[src/rtl/shift_ctrl_pkg.sv]
// Shared constants, state type and helpers for the multi-pass chunk-shift sequencer.
package shift_ctrl_pkg;

  localparam int CHUNK_W    = 5;
  localparam int NUM_CHUNKS = 10;
  localparam int WORD_W     = 50;
  localparam int MAX_STEP   = 4;
  localparam int REM_W      = 4;
  localparam int STEP_W     = 3;

  typedef enum logic [1:0] {
    IDLE  = 2'd0,
    SHIFT = 2'd1,
    DONE  = 2'd2
  } shift_seq_state_t;

  // Clamp a requested chunk count to the word length; longer shifts fill the word.
  function automatic logic [REM_W-1:0] sat_shift(input logic [REM_W-1:0] req);
    return (req > REM_W'(NUM_CHUNKS)) ? REM_W'(NUM_CHUNKS) : req;
  endfunction

  // Chunks handled by one datapath pass.
  function automatic logic [STEP_W-1:0] pass_step(input logic [REM_W-1:0] rem);
    return (rem > REM_W'(MAX_STEP)) ? STEP_W'(MAX_STEP) : rem[STEP_W-1:0];
  endfunction

endpackage

[src/rtl/shift_right.sv]
// Single-pass datapath: shift a word right by 0-4 chunks, inserting fill at the top.
module shift_right
  import shift_ctrl_pkg::*;
(
  input  logic [WORD_W-1:0]  data,
  input  logic [STEP_W-1:0]  shift,
  input  logic [CHUNK_W-1:0] fill,
  output logic [WORD_W-1:0]  result,
  output logic               valid
);

  // Select the shifted word; selects above MAX_STEP pass data through and flag invalid.
  always_comb begin
    // NOTE: every output gets a default before the case so no latch is inferred.
    result = data;
    valid  = 1'b1;
    case (shift)
      3'd0: result = data;
      3'd1: result = {fill, data[WORD_W-1:CHUNK_W]};
      3'd2: result = {fill, fill, data[WORD_W-1:2*CHUNK_W]};
      3'd3: result = {fill, fill, fill, data[WORD_W-1:3*CHUNK_W]};
      3'd4: result = {fill, fill, fill, fill, data[WORD_W-1:4*CHUNK_W]};
      default: valid = 1'b0;
    endcase
  end

endmodule

[src/rtl/shift_right_seq.sv]
// Multi-pass sequencer: iterates the shift_right datapath in passes of up to
// four chunks to deliver shifts of 0-10 chunks over valid/ready handshakes.
module shift_right_seq
  import shift_ctrl_pkg::*;
(
  input  logic               clk,
  input  logic               rst_n,
  input  logic               in_valid,
  output logic               in_ready,
  input  logic [WORD_W-1:0]  in_data,
  input  logic [REM_W-1:0]   in_shift,
  input  logic [CHUNK_W-1:0] in_fill,
  output logic               out_valid,
  input  logic               out_ready,
  output logic [WORD_W-1:0]  out_data,
  output logic               out_err,
  output logic               busy
);

  shift_seq_state_t   state_q, state_d;
  logic [WORD_W-1:0]  data_q;
  logic [CHUNK_W-1:0] fill_q;
  logic [REM_W-1:0]   rem_q;
  logic               err_q;

  logic [STEP_W-1:0]  step;
  logic [REM_W-1:0]   rem_next;
  logic [REM_W-1:0]   req_rem;
  logic [WORD_W-1:0]  dp_result;
  logic               dp_valid;
  logic               accept;

  assign step     = pass_step(rem_q);
  assign rem_next = rem_q - REM_W'(step);
  assign req_rem  = sat_shift(in_shift);

  assign in_ready  = rst_n && (state_q == IDLE);
  assign accept    = in_valid && in_ready;
  assign out_valid = (state_q == DONE);
  assign busy      = (state_q != IDLE);
  assign out_data  = data_q;
  assign out_err   = err_q;

  shift_right u_shift_right (
    .data   (data_q),
    .shift  (step),
    .fill   (fill_q),
    .result (dp_result),
    .valid  (dp_valid)
  );

  // Next-state logic for the IDLE -> SHIFT -> DONE sequence.
  always_comb begin
    state_d = state_q;
    case (state_q)
      IDLE:    if (accept) state_d = (req_rem == '0) ? DONE : SHIFT;
      SHIFT:   if (rem_next == '0) state_d = DONE;
      DONE:    if (out_ready) state_d = IDLE;
      default: state_d = IDLE;
    endcase
  end

  // State, operand and remaining-count registers; reset clears the visible result too.
  always_ff @(posedge clk) begin
    // NOTE: sequential state uses non-blocking assignments so all registers update together.
    if (!rst_n) begin
      state_q <= IDLE;
      data_q  <= '0;
      fill_q  <= '0;
      rem_q   <= '0;
      err_q   <= 1'b0;
    end else begin
      state_q <= state_d;
      case (state_q)
        IDLE: begin
          if (accept) begin
            data_q <= in_data;
            fill_q <= in_fill;
            rem_q  <= req_rem;
            err_q  <= (in_shift > REM_W'(NUM_CHUNKS));
          end
        end
        SHIFT: begin
          data_q <= dp_result;
          rem_q  <= rem_next;
          // Defensive: a pass select the datapath rejects marks the result bad.
          if (!dp_valid) err_q <= 1'b1;
        end
        default: ;
      endcase
    end
  end

endmodule

[config.mk]
export PLATFORM = sky130hd
export DESIGN_NAME = shift_right_seq
export DESIGN_NICKNAME = d
export VERILOG_FILES = /design/src/rtl/shift_ctrl_pkg.sv /design/src/rtl/shift_right.sv /design/src/rtl/shift_right_seq.sv
export SDC_FILE = /design/constraint.sdc
export NUM_CORES = 1
export LEC_CHECK = 0
export CORE_MARGIN = 2
export CORE_UTILIZATION = 48
export DETAILED_ROUTE_END_ITERATION = 7
export GPL_ROUTABILITY_DRIVEN = 1
export PLACE_DENSITY = 0.89
export SKIP_CTS_REPAIR_TIMING = 1
export SLEW_MARGIN = 20
export SYNTH_ARGS = -nofsm -noshare
export SYNTH_HDL_FRONTEND = slang
export SYNTH_SLANG_ARGS = --single-unit
export TNS_END_PERCENT = 100
[constraint.sdc]
create_clock -name clk -period 3 [get_ports clk]
set_input_delay 0.3 -clock clk [delete_from_list [all_inputs] [get_ports clk]]
set_output_delay 0.3 -clock clk [all_outputs]
set_load 0.005 [all_outputs]
==> impl_results.md, run 1 <==
* EDFF count, synth at 0
* Slew Limit Headroom at 0.508
* Max Cap Viol at 0
* TritonCTS clock tree: built
* Antenna Cells at 0
* Netlist Area Pre-Place at a little under 4000 um^2
* PortBufs at 116
* Htree depth at 3
* Slew Limit Fails at 0
* Worst r2r dst: state_q[0]$_SDFFE_PN0P_
* DIE AREA at 8900 um^2
* Synthesized flop and latch total at 62
* Top Metal Used: met4
* Clock skew at 0.00953 ns
* DR pass1 iterations at 4
* Gr usage total at 0.292
* Most frequent cells in the layout: clkdlybuf4s50_1 (115), nand2_1 (77), nor2_1 (71)
* Vias in the first global route at 3998
* GPL Wtd Cong at about 0.95
* Vias/cell at 6.43
* Pin count of the biggest net entering global routing at slightly below 70
* Register area at around 1200 um^2
* Cell taking the most area after synthesis: dfxtp_1
* Cells after Synth at 512
* Hold Crit Start: rst_n
* Layout area overhead at 35.0%
* Startpoint Class: flip-flop
* Residual DRC count at 0
* Post-DP HPWL at around 9 mm
* TNS Setup at 0 ns
* Top Ports at between 100 and 150
* Top delay family on crit path: simple AND/OR/NAND/NOR gates
* Clk Latency, worst-skew pair at 0.35 ns
* Crit Path Category: reg -> reg
* Post-synthesis async set-or-reset flop share at 0
* Rows at 32
* Met2 wire len at a little over 6 mm
* Final Hold Viols at 0
* Min-Delay Path Class: in -> reg
* Final Critical Period at ~2.2 ns
* Cell Pwr Density at 560 nW/um^2
* Peak Freq at approximately 460 MHz
* Die Ht at 94.3 um
* WL met1 at ~5.5 mm
* CP max-delay cell: dfxtp_1
* Setup Viol. Count Final at 0
* Proportion of layout cells with a drive suffix above 1 at 0.0584
* Reg-to-Reg Start: rem_q[2]$_SDFFE_PN0P_
* RSZ-0062 raised after global routing: false
* Mapped Nets at 576
* Worst Setup End Kind: flip-flop
* Horiz. Die Dim at about 94 um
* Total clock buffers created by CTS at 9
* Buf/Inv on CP at 0
* Core area at 7810 um^2
* Period Utilization, post-route at 0.721
* Measured slew at the worst slew-check pin at between 0.7 and 0.8 ns
* Cell Chain, Critical Path: or2_2, nand2_1, ha_1, or4b_1, a21oi_1, o2111ai_1, nor3b_1
* Synth top area cells: dfxtp_1 (32%), a211oi_1 (12%), mux2i_1 (8.2%)
* Max IR drop VDD at ~280 uV
* Syn avg cell area at between 7 and 8 um^2
* Initial DRC Count at between 300 and 400
* Crit path required time at around 3.2 ns
* Hold Path Sink: state_q[1]$_SDFFE_PN0P_
* Detailed-route wire length per cell at roughly 19 um
* Root Driver: clkbuf_8
* Number of distinct library cells after synthesis at 45
* Layout Nets at 658
* Tot Pwr at around 3.0 mW
* Clock sink count at 62
* Status: complete, no violations
* First-pass GRT wire length at 20.6 mm
* Ys Warns at 0
* Worst-path clk slew at roughly 0.070 ns
* Initial core utilization at 0.502
* Met3 routed WL at between 1 and 1.5 mm
* Gr ovfl total at 0
* Initial antenna violation count at 0
* Leak at roughly 1.7 nW
* Hold path depth at 3
* Post-DRT Antenna Nets at 0
* Most common cell after layout, fill and taps aside: clkdlybuf4s50_1
* Footprint of the multi-input gates at roughly 2400 um^2
* Worst path max stage delay at 0.57 ns
* Synth top area share at 0.317
* Reg2Reg Depth at 7
* CTS Buffer Depth at 2
* R2R Setup Slk at roughly 0.84 ns
* Post-synthesis sequential area ratio at 0.317
* Fill cells at ~650
* Critical Path AT at about 2.4 ns
* Critical Path Fanout Max at 12
* Top FF cell, synth: dfxtp_1
* Vias at about 4500
* WL final at around 13 mm
-- cells in the mapped netlist, types with 2 or more instances --
library cell / n
dfxtp_1: 62
nand2_1: 77
o211ai_1: 6
nand3_1: 7
o32ai_1: 31
buf_1: 3
nor2b_1: 3
o22ai_1: 9
o2bb2ai_1: 5
o21ai_0: 11
a311oi_1: 6
inv_1: 2
a21o_1: 2
nand2b_1: 10
a211o_1: 4
a211oi_1: 62
and3_1: 3
o221ai_1: 3
nor2_1: 71
mux2i_1: 32
a21oi_1: 14
a2bb2oi_1: 3
buf_2: 18
nor3b_1: 3
a31oi_1: 10
o31ai_1: 4
clkbuf_1: 33
-- kinds of logic (layout without fill, tap and decap cells) --
group | count (synthesis) | after routing | synth area share
other cells | 1 | 1 | 0.000957
mux | 32 | 32 | 0.0818
buf+inv | 57 | 144 | 0.0604
simple gates | 184 | 184 | 0.205
compound gates | 175 | 175 | 0.332
flops | 62 | 62 | 0.317
fa+ha+maj | 1 | 1 | 0.00319
-- per-stage QoR --
stage | instances | utilization | setup WS (ns) | hold slack (ns) | cell area, um^2
2_1_floorplan | 512 | - | 0.604 | 0.399 | 3920
3_3_place_gp | 685 | 0.648 | 0.776 | 0.461 | 5060
3_5_place_dp | 685 | 0.648 | 0.669 | 0.470 | 5060
4_1_cts | 701 | 0.677 | 0.841 | 0.289 | 5290
5_1_grt | 701 | 0.677 | 0.665 | 0.313 | 5290
6_report | 701 | 0.677 | 0.837 | 0.299 | 5290
-- where the power goes --
group	internal (mW)	switching [mW]
Combinational	0.481	0.497
Sequential	0.927	0.180
Clock	0.513	0.361
-- worst reg2reg max path: stages, from the launching register on --
cell and delay, ns:
dfxtp_1 0.57, or2_2 0.20, nand2_1 0.05, ha_1 0.26, or4b_1 0.50, a21oi_1 0.15, o2111ai_1 0.16, nor3b_1 0.17
-- per-layer routing --
metal	vias up	GRT usage
li1	2082	-
met2	277	0.480
met4	0	0.0978
met5	-	0
met1	2127	0.394
met3	20	0.0455
-- final cells by class --
cell class | count | area share
Inverter | 3 | 0.00213
Clock buffer | 11 | 0.0286
Sequential cell | 62 | 0.235
Clock inverter | 5 | 0.0154
Multi-Input combinational cell | 393 | 0.463
Tap cell | 102 | 0.0241
Timing Repair Buffer | 125 | 0.231
-- flip-flops by register name (all words and copies together), names as in the netlist --
signal and flops:
rem_q 4, out_err 1, state_q 2, out_data 50, fill_q 5
-- worst max-delay path by stage --
stage	slack, ns	cells past startpoint	end	start
after floorplan	0.60	10	state_q[0]$_SDFFE_PN0P_	rem_q[2]$_SDFFE_PN0P_
after global placement	0.78	6	out_data[48]$_SDFFE_PN0P_	in_valid
after detailed placement	0.67	6	out_data[49]$_SDFFE_PN0P_	in_valid
after CTS	0.84	7	state_q[0]$_SDFFE_PN0P_	rem_q[2]$_SDFFE_PN0P_
after global routing	0.66	7	state_q[0]$_SDFFE_PN0P_	rem_q[2]$_SDFFE_PN0P_
final	0.84	7	state_q[0]$_SDFFE_PN0P_	rem_q[2]$_SDFFE_PN0P_
No activity file was read; power rests on OpenSTA's default activity.
==> run 2: changes to the inputs <==
clock period = 2.1 ns   (was 3 ns; I/O delays follow)
==> run 2 against run 1 <==
Against the previous run: hold slack got worse by 0.079 ns; first-iteration DRC count decreased by 7.2%; clock power increased by 8.1%; via count increased by 1.4%; non-clock buffer count increased by 4; clock skew decreased by 0.0015 ns; worst setup slack got worse by 0.66 ns; sequential power increased by 41%; critical path type unchanged; final cell count increased by 0.43%.
==> impl_results.md, run 2 (synthesized netlist as in run 1, its figures left out) <==
* Proportion of layout cells with a drive suffix above 1 at 0.0598
* Final Hold Viols at 0
* Max FFs per register at 50
* TritonCTS clock tree: built
* Hold slack final at 0.220 ns
* Clock skew at around 0.0081 ns
* Initial DRC Count at 360
* DIE AREA at roughly 8900 um^2
* Final Critical Period at between 1.5 and 2 ns
* Worst-path clk slew at 0.07 ns
* Initial antenna violation count at 0
* Post-DP HPWL at between 8 and 9 mm
* Die Ht at 94.3 um
* Residual DRC count at 0
* Buf/Inv on CP at 0
* Most common cell after layout, fill and taps aside: clkdlybuf4s50_1
* Hold Crit Start: rst_n
* Top Ports at ~120
* Slew Limit Fails at 0
* TNS Setup at 0 ns
* Top delay family on crit path: compound AO/OA/AOI/OAI gates
* Critical Path Fanout Max at 36
* Worst path max stage delay at 0.43 ns
* Most frequent cells in the layout: clkdlybuf4s50_1 (115), nand2_1 (77), nor2_1 (71)
* Layout area overhead at 35.5%
* Rows at 32
* Htree depth at 3
* Pin count of the biggest net entering global routing at 72
* Root Driver: clkbuf_8
* Pre-CTS setup slack at around 0.11 ns
* WL final at roughly 13 mm
* Detailed-route wire length per cell at about 19 um
* Antenna Cells at 0
* RSZ-0062 raised after global routing: false
* Max IR drop VDD at roughly 380 uV
* Worst Setup End Kind: flip-flop
* Reg-to-Reg Start: state_q[1]$_SDFFE_PN0P_
* Horiz. Die Dim at around 94 um
* PortBufs at 116
* Gr usage total at 0.289
* Clk Latency, worst-skew pair at ~0.34 ns
* Initial core utilization at 0.502
* Measured slew at the worst slew-check pin at roughly 0.64 ns
* Cell Chain, Critical Path: nand2b_2, o21ai_4, nand2_4, o32ai_1
* CP max-delay cell: o21ai_4
* Status: complete, no violations
* Peak Freq at roughly 520 MHz
* Startpoint Class: flip-flop
* Period Utilization, post-route at 0.915
* Slew Limit Headroom at 0.571
* Cell Pwr Density at approximately 750 nW/um^2
* Max Cap Viol at 0
* Setup Viol. Count Final at 0
* Fin worst setup slack at approximately 0.18 ns
* Vias at about 4600
* Critical Path AT at approximately 2.2 ns
* GPL Wtd Cong at 0.884
* DR pass1 iterations at 5
* Crit path required time at 2.34 ns
* Layout Nets at approximately 660
* Vias/cell at 6.49
* First-pass GRT wire length at roughly 20 mm
* Gr ovfl total at 0
* Post-DRT Antenna Nets at 0
* Worst setup startpoint: state_q[1]$_SDFFE_PN0P_
* CTS Buffer Depth at 2
* Vias in the first global route at roughly 4200
* Clock sink count at between 60 and 70
* Leak at ~1.7 nW
* Core area at slightly below 8000 um^2
* Crit Path Category: reg -> reg
* Min-Delay Path Class: in -> reg
* Total clock buffers created by CTS at 9
-- run 2: power breakdown --
group          switching, mW  internal, mW  total, mW
combinational          0.744         0.721       1.46
clock                  0.459         0.486      0.946
sequential             0.236          1.32       1.56
-- run 2: path summary, 6_finish.rpt --
| kind | endpoint | slack, ns | depth (start not counted) |
|---|---|---|---|
| worst min register to register | out_data[0]$_SDFFE_PN0P_ | 0.48 | 2 |
| worst max-delay path | out_data[29]$_SDFFE_PN0P_ | 0.18 | 4 |
| worst min-delay path | state_q[0]$_SDFFE_PN0P_ | 0.22 | 3 |
| worst max register to register | out_data[29]$_SDFFE_PN0P_ | 0.18 | 4 |
-- run 2: final cells by class --
type / count / area, um^2
Sequential cell: 62 / 1240
Multi-Input combinational cell: 393 / 2450
Fill cell: 636 / 2500
Clock buffer: 14 / 163
Timing Repair Buffer: 129 / 1300
Clock inverter: 1 / 5.00
Inverter: 3 / 11.3
Tap cell: 102 / 128
-- run 2: metrics by stage --
stage / cell area (um^2) / total power, mW / utilization / std cells
detailed placement: 5140 / 3.02 / 0.658 / 689
global placement: 5140 / 2.95 / 0.658 / 689
global route: 5310 / 4.16 / 0.680 / 704
CTS: 5310 / 3.95 / 0.680 / 704
finish: 5310 / 3.97 / 0.680 / 704
floorplan: 3940 / 2.36 / - / 512
-- run 2: worst reg2reg max path, stage by stage, from the launching register on --
cell and delay [ns]:
dfxtp_1 0.39, nand2b_2 0.24, o21ai_4 0.43, nand2_4 0.35, o32ai_1 0.39
-- run 2: metal layers --
metal,share of wire,wire length [um],track usage
met5,0,0,0
met4,0.019,253,0.104
met2,0.47,6210,0.477
met3,0.098,1290,0.0439
met1,0.41,5360,0.386
